$ cat src/rtl/flexbus_initiator.sv
`default_nettype none
// ---------------------------------------------------------------------------
// flexbus_initiator : single-beat command to multiplexed-AD FlexBus cycle master
// rev 1.0 : initial release
// ---------------------------------------------------------------------------
module flexbus_initiator #(
  parameter int AD_WIDTH    = 32,
  parameter int WAIT_STATES = 0,
  parameter int TURN_CYCLES = 1
) (
  input  logic                CLK,
  input  logic                RST,
  input  logic                cmd_valid,
  output logic                cmd_ready,
  input  logic                cmd_rw,
  input  logic [AD_WIDTH-1:0] cmd_addr,
  input  logic [AD_WIDTH-1:0] cmd_wdata,
  output logic                rsp_valid,
  output logic                rsp_rw,
  output logic [AD_WIDTH-1:0] rsp_rdata,
  output logic                busy,
  output logic                FB_ALE,
  output logic                FB_CS,
  output logic                FB_RW,
  output logic [AD_WIDTH-1:0] FB_AD_o,
  output logic                FB_AD_oe,
  input  logic [AD_WIDTH-1:0] FB_AD_i
);

  typedef enum logic [1:0] {
    S_IDLE = 2'd0,
    S_ADDR = 2'd1,
    S_DATA = 2'd2,
    S_TURN = 2'd3
  } state_t;

  // Counter reload values; anything past the 4-bit range simply saturates.
  localparam logic [3:0] WAIT_LOAD = (WAIT_STATES > 15) ? 4'd15 :
                                     (WAIT_STATES < 0)  ? 4'd0  : 4'(WAIT_STATES);
  localparam logic [3:0] TURN_LOAD = (TURN_CYCLES > 16) ? 4'd15 :
                                     (TURN_CYCLES < 1)  ? 4'd0  : 4'(TURN_CYCLES - 1);

  state_t              state;
  logic [3:0]          cnt;
  logic                rw_q;
  logic [AD_WIDTH-1:0] wdata_q;

  assign cmd_ready = (state == S_IDLE);

  always_ff @(posedge CLK or posedge RST) begin
    if (RST) begin
      state     <= S_IDLE;
      cnt       <= 4'd0;
      rw_q      <= 1'b1;
      wdata_q   <= '0;
      rsp_valid <= 1'b0;
      rsp_rw    <= 1'b0;
      rsp_rdata <= '0;
      busy      <= 1'b0;
      FB_ALE    <= 1'b0;
      FB_CS     <= 1'b1;
      FB_RW     <= 1'b1;
      FB_AD_o   <= '0;
      FB_AD_oe  <= 1'b0;
    end else begin
      case (state)
        S_IDLE: begin
          rsp_valid <= 1'b0;
          if (cmd_valid) begin
            state    <= S_ADDR;
            busy     <= 1'b1;
            rw_q     <= cmd_rw;
            wdata_q  <= cmd_wdata;
            FB_ALE   <= 1'b1;
            FB_CS    <= 1'b1;
            FB_RW    <= cmd_rw;
            FB_AD_o  <= cmd_addr;
            FB_AD_oe <= 1'b1;
          end
        end
        S_ADDR: begin
          // Reads release AD on this very edge so the target can drive it in DATA.
          state    <= S_DATA;
          cnt      <= WAIT_LOAD;
          FB_ALE   <= 1'b0;
          FB_CS    <= 1'b0;
          FB_AD_o  <= rw_q ? '0 : wdata_q;
          FB_AD_oe <= ~rw_q;
        end
        S_DATA: begin
          if (cnt == 4'd0) begin
            state     <= S_TURN;
            cnt       <= TURN_LOAD;
            FB_CS     <= 1'b1;
            FB_RW     <= 1'b1;
            FB_AD_o   <= '0;
            FB_AD_oe  <= 1'b0;
            rsp_valid <= 1'b1;
            rsp_rw    <= rw_q;
            rsp_rdata <= rw_q ? FB_AD_i : '0;
          end else begin
            cnt <= cnt - 4'd1;
          end
        end
        S_TURN: begin
          rsp_valid <= 1'b0;
          if (cnt == 4'd0) begin
            state <= S_IDLE;
            busy  <= 1'b0;
          end else begin
            cnt <= cnt - 4'd1;
          end
        end
        default: state <= S_IDLE;
      endcase
    end
  end

endmodule
`default_nettype wire
$ cat config.mk
export PLATFORM = sky130hd
export DESIGN_NAME = flexbus_initiator
export DESIGN_NICKNAME = d
export VERILOG_FILES = /design/src/rtl/flexbus_initiator.sv
export SDC_FILE = /design/constraint.sdc
export NUM_CORES = 1
export LEC_CHECK = 0
export CORE_UTILIZATION = 41
export CTS_CLUSTER_DIAMETER = 50
export CTS_CLUSTER_SIZE = 40
export DETAILED_ROUTE_END_ITERATION = 10
export PLACE_DENSITY = 0.84
export SETUP_SLACK_MARGIN = 0.02
export SYNTH_ARGS = -nofsm -noshare
export SYNTH_HDL_FRONTEND = slang
export SYNTH_SLANG_ARGS = --single-unit
$ cat constraint.sdc
create_clock -name CLK -period 4.29 [get_ports CLK]
set_clock_uncertainty 0.05 [all_clocks]
set_input_delay 1.287 -clock CLK [delete_from_list [all_inputs] [get_ports CLK]]
set_output_delay 1.287 -clock CLK [all_outputs]
set_load 0.01 [all_outputs]
==> summary.txt <==
Drt
  – DR pass1 iterations: 4
  – Via count: ~3,900
  – Wire per inst: between 15 and 20 um
  – Via density per instance: about 5.1
  – WL final: about 12,000 um
  – Final ANT Viol Nets: 0
  – Drt first-iter violations: approximately 210
  – DRC errors left: 0

Timing
  – FMAX: 330.5 MHz
  – Worst Max-Slew Pin Slew: 1134 ps
  – Final period demand of the worst path: about 3000 ps
  – Final hold violations: 0
  – Fin crit share: 0.7053
  – Setup tns final: 0 ps
  – Final setup viols: 0
  – RSZ-0062 raised after global routing: false
  – Hold slack: 419.6 ps
  – Fin. max-slew vios: 0
  – Relative slew margins: 0.2439

Clock tree
  – H-tree Lvls: 3
  – Clock net sink count: 110
  – CTS tree: built
  – Setup bufs post-CTS: 0
  – CTS buffer count: 9
  – Clock tree root driver cell: clkbuf_16
  – Clk buf depth: 2
  – # hold bufs at CTS: 0
  – Post-CTS sizing: 0
  – Worst-path clk slew: about 70 ps
  – Clk_lat worst skew: 340 ps

GRT
  – Global-route wire length before repair: slightly below 20,000 um
  – GRT overflow: 0
  – Vias in the first global route: approximately 4,100
  – Maximum number of pins on one net before global-route repair: 67
  – GRT Total Usage: 0.2006
  – Initial antenna violation count: 0

Pwr
  – Worst VDD drop: 410.1 uV
  – Power Density: approximately 700 mW/mm^2
  – P_leak: about 0.003 uW
  – P_int: roughly 3100 uW
  – Logic pwr share: 0.480
  – Seq pwr share: 0.363
  – Switch Pwr: 1735 uW
  – Switching Share: 0.3573
  – Clock power frac: 0.157

Setup path
  – Worst setup EP type: output port
  – Kind of critical path: reg2out
  – Critical path peak fanout: 6
  – Critical path launch point type: register
  – Req. time, crit path: approximately 3000 ps
  – CP arrival: 1690 ps

Floorplanning
  – Die Ht: 110.9 um
  – Die area: 0.01230 mm^2
  – Row count: 39
  – Die width: ~110 um
  – Initial Util: 0.4240
  – Core ar.: 0.01147 mm^2
  – Ports: approximately 170

Flow run
  – Max-cap violations: 0

Layout
  – Area Growth Syn to Fin: 42.87%
  – Final Net Count: between 700 and 800
  – Commonest non-fill, non-tap cell in the layout: clkdlybuf4s50_1
  – N_diodes: 0
  – Layout cells sized above 1: 0.1566
  – Final instance area: roughly 0.0069 mm^2
  – Core Util, Final: 0.6058
  – Commonest non-fill, non-tap cells in the layout: clkdlybuf4s50_1, dfrtp_1, nand2_1

Outcome
  – Run status: finished, final reports clean

Yosys
  – Synth cell types: 29
  – Ys Warns: 0
  – Mapped Cells: between 400 and 500
  – Post-Syn Area: 0.004862 mm^2
  – Post-synthesis sequential area ratio: 0.5669
  – Syn_area_per_cell: ~11 um^2
  – Area leader, netlist: dfrtp_1
  – Flop and latch count out of synthesis: 110
  – Area share of the largest cell type after synthesis: 0.5507
  – Synth top area cells: dfrtp_1, mux2_2, nand2_1
  – Synthesized Nets: around 560

Placement
  – Number of buffers added on ports: 171
  – Area after DPL: approximately 0.0067 mm^2
  – Gp weighted congestion: about 0.83
  – Post-DP HPWL: between 8000 and 9000 um

Worst hold path
  – Hold WC Path Type: reg2reg
synth_stat cells (all sizes together):
cell type	number
a2111oi	2
a211oi	1
a21oi	5
a22o	1
buf	4
clkbuf	25
dfrtp	107
dfstp	3
ha	7
inv	39
mux2	68
mux2i	2
nand2	100
nand2b	2
nand4bb	1
nor2	1
nor2b	1
nor3	1
nor3b	1
o21ai	36
o21ba	1
o21bai	2
o22a	2
o22ai	34
o2bb2ai	1
or3	1
or3b	1
cell families after synthesis:
family,share of synthesized area
DFF,0.5669
muxes,0.1616
AOI/OAI and AO/OA,0.1060
buffers and inverters,0.05713
and+or+nand+nor,0.09032
adders and majority gates,0.01801
stage by stage:
stage | setup WS [ps] | total power [uW] | std cells
after global routing | 1181 | 5211 | 756
after CTS | 1259 | 4899 | 756
final | 1264 | 4857 | 756
after floorplan | 55.66 | 3209 | 449
after detailed placement | 1090 | 4125 | 740
after global placement | 1128 | 3998 | 740
sequential cells by signal (all words and copies together) (netlist names), 2 cells and up:
| signal | cells |
|---|---|
| rsp_rdata | 32 |
| wdata_q | 32 |
| FB_AD_o | 32 |
| state | 2 |
| cnt | 4 |
path summary, 6_finish.rpt:
check / depth (start not counted) / to / slack (ps) / start
worst max-delay path: 3 / cmd_ready / 1260 / state[0]$_DFFE_PP0P_
worst min-delay path: 2 / FB_CS$_DFFE_PP1P_ / 420 / FB_CS$_DFFE_PP1P_
worst max register to register: 6 / FB_AD_o[13]$_DFFE_PP0P_ / 1880 / cnt[0]$_DFFE_PP0P_
worst min register to register: 2 / FB_CS$_DFFE_PP1P_ / 420 / FB_CS$_DFFE_PP1P_
max in group asynchronous: 3 / rsp_rdata[16]$_DFFE_PP0P_ / 1980 / RST
min in group asynchronous: 2 / wdata_q[5]$_DFFE_PP0P_ / 1340 / RST
routing by layer:
| layer | share of wire | vias up | global-route usage |
|---|---|---|---|
| li1 | - | 1823 | - |
| met1 | 0.43 | 1875 | 0.2567 |
| met2 | 0.48 | 162 | 0.3342 |
| met3 | 0.071 | 16 | 0.04975 |
| met4 | 0.016 | 0 | 0.06400 |
| met5 | 0 | - | 0 |
cell type report:
type                       instances  area [um^2]
clock buffer                      12        236.5
tap                              143        178.9
clock inverter                     4        33.78
sequential                       110         2756
timing repair buffer             177         1757
inverter                          39        148.9
multi-input combinational        271         1836
fill                             965         4521
power groups by stage:
stage	Clock [uW]	Sequential, uW	Combinational (uW)
after floorplan	0	1800	1410
after global placement	0	1750	2250
after detailed placement	0	1780	2350
after CTS	781	1770	2350
after global routing	829	1820	2560
final	762	1760	2330
worst max-delay path, stage by stage (launching register included):
cell,delay (ps)
dfrtp_1,410
inv_1,140
ha_2,250
clkdlybuf4s50_1,570
Power figures use the tool's default switching activity.
